**src/rtl/cpu16_wb_master.sv**
```systemverilog
// Pipelined Wishbone initiator for CPU16 accesses to the byte-wide I/O page.
// Single cycle per CPU access; the CPU is held until ack or timeout.
module cpu16_wb_master #(
    parameter logic [7:0] IO_PAGE = 8'h20,
    parameter int         TIMEOUT = 255
) (
    input  logic        clk,
    input  logic        reset,
    input  logic [15:0] cpu_addr,
    input  logic [15:0] cpu_dout,
    input  logic        cpu_we,
    output logic        cpu_hold,
    output logic [15:0] io_din,
    output logic        wb_cyc,
    output logic        wb_stb,
    output logic        wb_we,
    output logic [7:0]  wb_addr,
    output logic [7:0]  wb_dat_o,
    input  logic [7:0]  wb_dat_i,
    input  logic        wb_stall,
    input  logic        wb_ack,
    output logic        bus_err,
    input  logic        err_clr
);

    typedef enum logic [1:0] {IDLE, REQ, WAIT, DONE} state_t;

    localparam logic [7:0] TO = 8'(TIMEOUT);

    state_t     state;
    logic [7:0] rdata;
    logic [7:0] timer;
    logic [7:0] timer_inc;
    logic       sel;
    logic       expire;
    logic       unused_bits;

    assign sel         = (cpu_addr[15:8] == IO_PAGE);
    assign timer_inc   = timer + 8'd1;
    // timer_inc counts busy cycles including the current one, so an access
    // gets exactly TIMEOUT cycles in REQ/WAIT before it is aborted.
    assign expire      = (timer_inc == TO);
    assign cpu_hold    = reset & sel & (state != DONE);
    assign io_din      = {8'h00, rdata};
    assign unused_bits = ^cpu_dout[15:8];

    always_ff @(posedge clk or negedge reset) begin
        if (!reset) begin
            state    <= IDLE;
            wb_cyc   <= 1'b0;
            wb_stb   <= 1'b0;
            wb_we    <= 1'b0;
            wb_addr  <= 8'h00;
            wb_dat_o <= 8'h00;
            rdata    <= 8'h00;
            timer    <= 8'h00;
            bus_err  <= 1'b0;
        end else begin
            // A timeout below overrides this clear in the same cycle.
            if (err_clr) bus_err <= 1'b0;

            case (state)
                IDLE: begin
                    if (sel) begin
                        wb_addr  <= cpu_addr[7:0];
                        wb_dat_o <= cpu_dout[7:0];
                        wb_we    <= cpu_we;
                        timer    <= 8'h00;
                        wb_cyc   <= 1'b1;
                        wb_stb   <= 1'b1;
                        state    <= REQ;
                    end
                end
                REQ: begin
                    timer <= timer_inc;
                    if (!wb_stall && wb_ack) begin
                        if (!wb_we) rdata <= wb_dat_i;
                        wb_cyc <= 1'b0;
                        wb_stb <= 1'b0;
                        state  <= DONE;
                    end else if (expire) begin
                        rdata   <= 8'hFF;
                        bus_err <= 1'b1;
                        wb_cyc  <= 1'b0;
                        wb_stb  <= 1'b0;
                        state   <= DONE;
                    end else if (!wb_stall) begin
                        wb_stb <= 1'b0;
                        state  <= WAIT;
                    end
                end
                WAIT: begin
                    timer <= timer_inc;
                    if (wb_ack) begin
                        if (!wb_we) rdata <= wb_dat_i;
                        wb_cyc <= 1'b0;
                        state  <= DONE;
                    end else if (expire) begin
                        rdata   <= 8'hFF;
                        bus_err <= 1'b1;
                        wb_cyc  <= 1'b0;
                        state   <= DONE;
                    end
                end
                DONE:    state <= IDLE;
                default: state <= IDLE;
            endcase
        end
    end

endmodule

```
**config.mk**
```make
export PLATFORM = sky130hd
export DESIGN_NAME = cpu16_wb_master
export DESIGN_NICKNAME = d
export VERILOG_FILES = /design/src/rtl/cpu16_wb_master.sv
export SDC_FILE = /design/constraint.sdc
export NUM_CORES = 1
export LEC_CHECK = 0
export BUFFER_PORTS_ARGS = -buffer_cell sky130_fd_sc_hd__buf_2
export CAP_MARGIN = 40
export CORE_MARGIN = 1.5
export CORE_UTILIZATION = 35
export CTS_BUF_LIST = sky130_fd_sc_hd__clkbuf_8
export DETAILED_ROUTE_END_ITERATION = 6
export PLACE_DENSITY_LB_ADDON = 0.05
export SETUP_SLACK_MARGIN = 0.15
export SYNTH_ARGS = -nofsm -noshare
export SYNTH_HDL_FRONTEND = slang
export SYNTH_SLANG_ARGS = --single-unit
```
**constraint.sdc**
```tcl
create_clock -name clk -period 2.51 [get_ports clk]
set_input_delay 0.3765 -clock clk [delete_from_list [all_inputs] [get_ports clk]]
set_output_delay 0.3765 -clock clk [all_outputs]
set_load 0.05 [all_outputs]
```
Word-level counts from Yosys, hierarchy flattened
Index checks and enable logic that the tools add are counted.
- $add $sub $neg: 1
- eq/ne operators: 9
- muxes and demuxes: 28
- bitwise operators: 2
- reduce and logical (&&, ||, !) cells: 13
- operator list (operator ; count):
    8-bit 2-to-1 mux ; 5
    8-bit one-hot mux with 2 select lines ; 2
    2-bit 2-to-1 mux ; 6
    1-bit 2-to-1 mux ; 11
    8-bit by 1-bit adder with 8-bit output, second input constant ; 1
    8-bit by 6-bit equality test with 1-bit output, second input constant ; 1
    8-bit equality test, second input constant ; 1
    2-bit one-hot mux with 4 select lines ; 1
    2-bit AND reduction ; 3
    3-bit AND reduction ; 2
    2-bit nonzero test ; 3
    2-bit equality test, second input constant ; 2
    2-bit != test, second input constant ; 2
    4-bit != test, second input constant ; 1
    1-bit one-hot mux with 2 select lines ; 2
    3-bit != test, second input constant ; 1
    1-bit one-hot mux with 3 select lines ; 1
    3-bit nonzero test ; 1
    1-bit AND ; 2
    2-bit by 1-bit equality test with 1-bit output, second input constant ; 1
    2-bit zero test ; 1
    2-bit OR reduction ; 1
    1-bit logical AND ; 1
    1-bit zero test ; 1
- bits in registers: 38
- input port bits: 46
- output and inout port bits: 37

Logic depth before layout (Yosys ltp)
Gate-level depths: netlist (run 1).
- depth after elaboration: 5
- gate-level depth with buffers: 8

Least setup slack after synthesis (run 1)
Ideal clock, no wire load.
- kind: register -> register
- from: register timer[0]
- to: register state[1]
- library setup time: 0.125 ns
- arrival time: 1.819 ns
- slack: 0.566 ns
- cell stages (with the launch flop): 7
- path buffers: 0
- period minus slack after synthesis: 1.944 ns
- cell sequence: dfrtp_1 ha_1 nand2b_1 or4_4 nand4_1 o221ai_2 mux2_4
- cells in the longest elaborated chain, start to end: 5
- elaborated cells between the ends (all ways): 8
- classes of those cells: 1 x add/sub; 3 x eq/ne; 3 x mux; 1 x reduce/logical
- ends and longest elaborated chain (element ; line ; text):
    start, declared ; 32 ; logic [7:0] timer;
    start signal, assigned ; 75 ; timer <= timer_inc;
    start signal, assigned ; 93 ; timer <= timer_inc;
    8-bit by 1-bit adder with 8-bit output (*) ; 39 ; assign timer_inc = timer + 8'd1;
    8-bit equality test (*) ; 42 ; assign expire = (timer_inc == TO);
    2-bit 2-to-1 mux ; 81 ; end else if (expire) begin
    2-bit 2-to-1 mux ; 76 ; if (!wb_stall && wb_ack) begin
    2-bit one-hot mux with 4 select lines ; 62 ; case (state)
    end signal, assigned ; 49 ; state <= IDLE;
    end signal, assigned ; 80 ; state <= DONE;
    end signal, assigned ; 86 ; state <= DONE;
    end, declared ; 30 ; state_t state;
Mark *: on every way between the ends. The rest lies on a longest branch, timed or not.
A chain may end at the register's enable or synchronous reset.

Worst setup path in the final report (run 1)
Ends and elaborated chain as after synthesis.

==> results of run 1 <==
-- cells in the mapped netlist, types with 3 or more instances --
master     n  area share (%)
nor3_1     3            0.68
nand4_1    3            0.85
nand3_1    3            0.68
inv_1      8             1.4
nor2_1    12             2.0
o21ai_0   23             5.2
ha_1       6             3.4
a22o_1     3             1.2
buf_4     11             3.7
dfrtp_1   38              43
a21boi_0   3             1.0
o22ai_1    5             1.4
mux2_2    18             9.2
nand2_1   16             2.7
nor3b_1    4             1.4
a21oi_1   11             2.5
nor2b_1    3            0.85
nand2b_1   3            0.85
clkbuf_1   3            0.51
-- worst max-delay path by stage --
stage	slack (ns)	cells past startpoint	end	startpoint
floorplan	0.57	6	state[1]$_DFFE_PN0P_	timer[0]$_DFFE_PN0P_
global placement	0.39	6	wb_dat_o[7]$_DFFE_PN0P_	cpu_addr[12]
detailed placement	0.39	6	wb_addr[2]$_DFFE_PN0P_	cpu_addr[12]
CTS	0.44	6	state[1]$_DFFE_PN0P_	timer[0]$_DFFE_PN0P_
global route	0.33	6	state[1]$_DFFE_PN0P_	timer[0]$_DFFE_PN0P_
finish	0.46	6	state[1]$_DFFE_PN0P_	timer[0]$_DFFE_PN0P_
-- cell type report --
cell class | count | area [um^2] | area share [%]
clock inverter | 2 | 12.5 | 0.464
clock buffer | 6 | 82.6 | 3.06
timing repair buffer | 73 | 395 | 14.7
sequential | 38 | 951 | 35.3
tap | 75 | 93.8 | 3.48
inverter | 8 | 30.0 | 1.11
multi-input combinational | 162 | 1130 | 42.0
-- state kept, by name (all words and copies together), names as in the netlist --
signal	count
rdata	8
timer	8
wb_addr	8
wb_dat_o	8
state	2
bus_err	1
wb_cyc	1
wb_stb	1
wb_we	1
-- per-stage QoR --
stage	util, %	instances	instance area [um^2]	total power [W]	hold slack (ns)
after detailed placement	43.2	356	2600	0.00248	0.488
after global routing	44.8	364	2700	0.00314	0.232
after floorplan	-	226	2240	0.00209	0.0809
after global placement	43.2	356	2600	0.00248	0.486
final	44.8	364	2700	0.00289	0.174
after CTS	44.8	364	2700	0.00293	0.189
-- cells by family after synthesis --
logic type / Yosys count / synth area share [%]
buf+inv: 26 / 7.07
mux: 19 / 9.84
other cells: 1 / 0.169
flops: 38 / 43.0
simple gates: 63 / 16.3
fa+ha+maj: 6 / 3.39
compound gates: 66 / 20.3
-- per-layer routing --
layer	global-route usage, %	vias to the layer above	wire (um)
met2	24.8	38	2260
met5	0	-	0
met4	5.50	0	53
met1	21.3	872	2310
met3	4.18	5	232
li1	-	915	-
-- where the power goes --
group,switching [W],total [W],internal [W]
clock,0.000223,0.000444,0.000221
sequential,0.000160,0.000924,0.000765
combinational,0.000966,0.00152,0.000558
total,0.00135,0.00289,0.00154
==> results.sh, run 1 <==
export IMPL_worst_path_largest_cell_delay_ns=0.49
export IMPL_drtIter0Drc=63
export IMPL_cp_slowest_cell="or4_4"
export IMPL_path_max_fanout=7
export IMPL_grt_pass1_vias=1725
export IMPL_clk_latency_ns=0.29
export IMPL_worst_slack_ns=0.455
export IMPL_finalHoldViolations=0
export IMPL_vias=1830
export IMPL_cts_hold_buf=0
export IMPL_fp_dieW_um=82.5
export IMPL_end_kind="flop"
export IMPL_worstMarginPinSlew_ns=0.701
export IMPL_synth_edf_count=0
export IMPL_grt_max_degree=39
export IMPL_layout_common_cells="66 x buf_2, 38 x dfrtp_1, 23 x o21ai_0"
export IMPL_required_ns=2.69
export IMPL_diodes=0
export IMPL_die_h_um=82.5
export IMPL_cts_tree="yes"
export IMPL_post_cts_setup_buffer_count=0
export IMPL_crit_buf_inv=0
export IMPL_core_area_um2=6030
export IMPL_reg2reg_depth=6
export IMPL_antenna_found_initial=0
export IMPL_area_delta_synth_final_pct=21.9
export IMPL_wire_per_inst_um=13.3
export IMPL_mostFrequentLayoutCell="buf_2"
export IMPL_path_cells="ha_1 > nand2b_1 > or4_4 > nand4_1 > o221ai_2 > mux2_4"
export IMPL_timing_final_crit_period_ns=2.05
export IMPL_gp_congestion=0.712
export IMPL_drive_gt1_share_pct=39.1
export IMPL_start_util_pct=36.7
export IMPL_setup_viol=0
export IMPL_clock_sinks=38
export IMPL_async_reset_ff_share_pct=100
export IMPL_dp_slack_ns=0.395
export IMPL_cts_buffer_depth=2
export IMPL_ir_drop_mv=0.431
export IMPL_tns_ns=0
export IMPL_fin_crit_sh_pct=81.9
export IMPL_synth_flop_cell="dfrtp_1"
export IMPL_final_antenna_net_count=0
export IMPL_placementRows=28
export IMPL_grt_ovfl_total=0
export IMPL_max_freq_ghz=0.487
export IMPL_power_leakage_nw=1.38
export IMPL_r2r_end="state[1]$_DFFE_PN0P_"
export IMPL_route_detailed_drc=0
export IMPL_cp_arrival_ns=2.23
export IMPL_synth_seq_cells=38
export IMPL_port_buffers=66
export IMPL_vias_per_cell=5.03
export IMPL_rsz0062_at_grt="no"
export IMPL_slew_violations=0
export IMPL_die_area_um2=6810
export IMPL_crit_family="simple AND/OR/NAND/NOR gates"
export IMPL_clk_pin_slew_worst_paths_ns=0.08
export IMPL_fill_cells=609
export IMPL_reg2reg_from="timer[0]$_DFFE_PN0P_"
export IMPL_layout_nets=340
export IMPL_startpoint_type="flop"
export IMPL_ff2ff_setup_slack_ns=0.46
export IMPL_ctsResizeCount=0
export IMPL_synth_seq_area_share_pct=43.0
export IMPL_status="complete, no violations"
export IMPL_syn_area_um2=2210
export IMPL_h_tree_depth=2
export IMPL_syn_inst=219
export IMPL_hp_class="input pin to asynchronous set/reset pin"
export IMPL_dp_hpwl_um=3540
export IMPL_cap_violations=0
export IMPL_synth_distinct_cells=55
export IMPL_critPathKind="flop to flop"
export IMPL_grt_use_total_pct=15.9
export IMPL_cts_root_buf="clkbuf_8"
export IMPL_slew_headroom_pct=53.2
export IMPL_power_density_nw_per_um2=1070
export IMPL_clock_skew_ns=0.00434
export IMPL_pin_count=83
export IMPL_yosysWarningCount=0
export IMPL_cts_buffers=5
export IMPL_postSynthAreaPerCell_um2=10.1
export IMPL_wl_um=4850
export IMPL_grt_pass1_wl_um=8190
export IMPL_dr_pass1_iters=4
(Power assumes the default switching activity.)
==> inputs of run 2 (changes only) <==
==> constraint.sdc (replaced) <==
create_clock -name clk -period 2.1 [get_ports clk]
set_input_delay 0.315 -clock clk [delete_from_list [all_inputs] [get_ports clk]]
set_output_delay 0.315 -clock clk [all_outputs]
set_load 0.05 [all_outputs]
==> results.sh, run 2 (same netlist as run 1, synthesis figures left out) <==
export IMPL_status="complete, no violations"
export IMPL_max_freq_ghz=0.520
export IMPL_grt_pass1_wl_um=8480
export IMPL_hold_slack_ns=0.112
export IMPL_r2r_end="state[1]$_DFFE_PN0P_"
export IMPL_clock_skew_ns=0.00748
export IMPL_dpl_cell_area_um2=2650
export IMPL_required_ns=2.28
export IMPL_power_density_nw_per_um2=1270
export IMPL_utilization_pct=47.2
export IMPL_area_delta_synth_final_pct=28.4
export IMPL_cts_root_buf="clkbuf_8"
export IMPL_power_leakage_nw=1.46
export IMPL_pin_count=83
export IMPL_vias_per_cell=5.09
export IMPL_fp_dieW_um=82.5
export IMPL_setup_viol=0
export IMPL_ff2ff_setup_slack_ns=0.18
export IMPL_start_util_pct=36.7
export IMPL_cts_tree="yes"
export IMPL_intPower_w=0.00194
export IMPL_slew_violations=0
export IMPL_multiInputGateArea_um2=1190
export IMPL_power_frac_clock_pct=13.3
export IMPL_die_area_um2=6810
export IMPL_clk_latency_ns=0.29
export IMPL_pwr_share_seq_pct=30.3
export IMPL_route_detailed_drc=0
export IMPL_diodes=0
export IMPL_dr_pass1_iters=4
export IMPL_dp_hpwl_um=3720
export IMPL_grt_max_degree=39
export IMPL_grt_pass1_vias=1809
export IMPL_layout_nets=353
export IMPL_timing_final_crit_period_ns=1.92
export IMPL_core_area_um2=6030
export IMPL_tns_ns=0
export IMPL_reg2reg_depth=6
export IMPL_cp_arrival_ns=2.10
export IMPL_reg2reg_from="timer[0]$_DFFE_PN0P_"
export IMPL_wire_per_inst_um=13.9
export IMPL_h_tree_depth=2
export IMPL_comb_power_share_pct=56.3
export IMPL_startpoint_type="flop"
export IMPL_cts_buffer_depth=2
export IMPL_total_power_w=0.00362
export IMPL_clock_sinks=38
export IMPL_power_share_switching_pct=46.5
export IMPL_die_h_um=82.5
export IMPL_antenna_found_initial=0
export IMPL_final_area_um2=2840
export IMPL_cts_buffers=5
export IMPL_placementRows=28
export IMPL_grt_ovfl_total=0
export IMPL_ff_latch_area_um2=953
export IMPL_p_sw_w=0.00168
export IMPL_hp_class="input pin to asynchronous set/reset pin"
export IMPL_wl_um=5240
export IMPL_grt_use_total_pct=16.5
export IMPL_ir_drop_mv=0.512
export IMPL_fill_cells=599
export IMPL_final_antenna_net_count=0
export IMPL_critPathKind="flop to flop"
export IMPL_cts_hold_buf=0
export IMPL_clk_pin_slew_worst_paths_ns=0.08
export IMPL_fin_crit_sh_pct=91.5
export IMPL_cap_violations=0
export IMPL_vias=1913
export IMPL_mostFrequentLayoutCell="buf_2"
export IMPL_gp_congestion=0.759
export IMPL_port_buffers=66
export IMPL_drive_gt1_share_pct=45.5
export IMPL_rsz0062_at_grt="yes"
export IMPL_drtIter0Drc=42
export IMPL_finalHoldViolations=0
export IMPL_end_kind="flop"
export IMPL_path_max_fanout=3
export IMPL_layout_common_cells="66 x buf_2, 36 x dfrtp_1, 22 x o21ai_0"
[run 2: cell types whose count changed in the layout (fill, tap and decap cells not counted), sizes merged]
cell | previous run | this run
clkinv | 1 | 2
buf | 73 | 86
clkinvlp | 1 | 0
clkbuf | 6 | 5
[run 2: worst max path at each step]
| stage | to | startpoint | slack, ns |
|---|---|---|---|
| final | state[1]$_DFFE_PN0P_ | timer[0]$_DFFE_PN0P_ | 0.18 |
| after global routing | state[1]$_DFFE_PN0P_ | timer[1]$_DFFE_PN0P_ | 0.10 |
| after CTS | state[1]$_DFFE_PN0P_ | timer[1]$_DFFE_PN0P_ | 0.15 |
| after detailed placement | state[1]$_DFFE_PN0P_ | timer[0]$_DFFE_PN0P_ | 0.06 |
| after global placement | state[1]$_DFFE_PN0P_ | timer[0]$_DFFE_PN0P_ | 0.07 |
| after floorplan | state[1]$_DFFE_PN0P_ | timer[0]$_DFFE_PN0P_ | 0.16 |
[run 2: area by class of cell]
| type | instances | area share (%) |
|---|---|---|
| clock inverters | 2 | 0.352 |
| repair buffers | 86 | 17.6 |
| flip-flops and latches | 38 | 33.5 |
| inverters | 8 | 1.06 |
| multi-input cells | 162 | 41.8 |
| clock buffers | 5 | 2.42 |
| well taps | 75 | 3.30 |
[run 2: worst max-delay path, cell delays in order (launching register included)]
cell and delay, ns:
dfrtp_1 0.42, ha_4 0.19, nand2b_4 0.13, or4_4 0.49, nand4_1 0.14, o221ai_2 0.13, mux2_4 0.31
[run 2: layer usage]
| layer | track usage [%] | vias up | part of all wire [%] |
|---|---|---|---|
| li1 | - | 941 | - |
| met1 | 21.3 | 924 | 47 |
| met2 | 26.9 | 42 | 47 |
| met3 | 3.96 | 6 | 4.0 |
| met4 | 6.00 | 0 | 1.3 |
| met5 | 0 | - | 0 |
[run 2: stage by stage]
step	std cells	worst slack, ns
2_1_floorplan	226	0.156
3_3_place_gp	364	0.0666
3_5_place_dp	364	0.0648
4_1_cts	372	0.149
5_1_grt	376	0.103
6_report	376	0.179
[run 2: repair_timing]
item                       CTS  global route
resized for setup            7            14
pin swaps                    2             4
buffers inserted             1             4
setup endpoints to repair    9            11
[run 2: power by group through the flow]
stage / registers [W] / logic [W] / clock network [W]
2_1_floorplan: 0.00143 / 0.00107 / 0
3_3_place_gp: 0.00109 / 0.00191 / 0
3_5_place_dp: 0.00110 / 0.00192 / 0
4_1_cts: 0.00110 / 0.00195 / 0.000512
5_1_grt: 0.00113 / 0.00227 / 0.000534
6_report: 0.00110 / 0.00204 / 0.000483
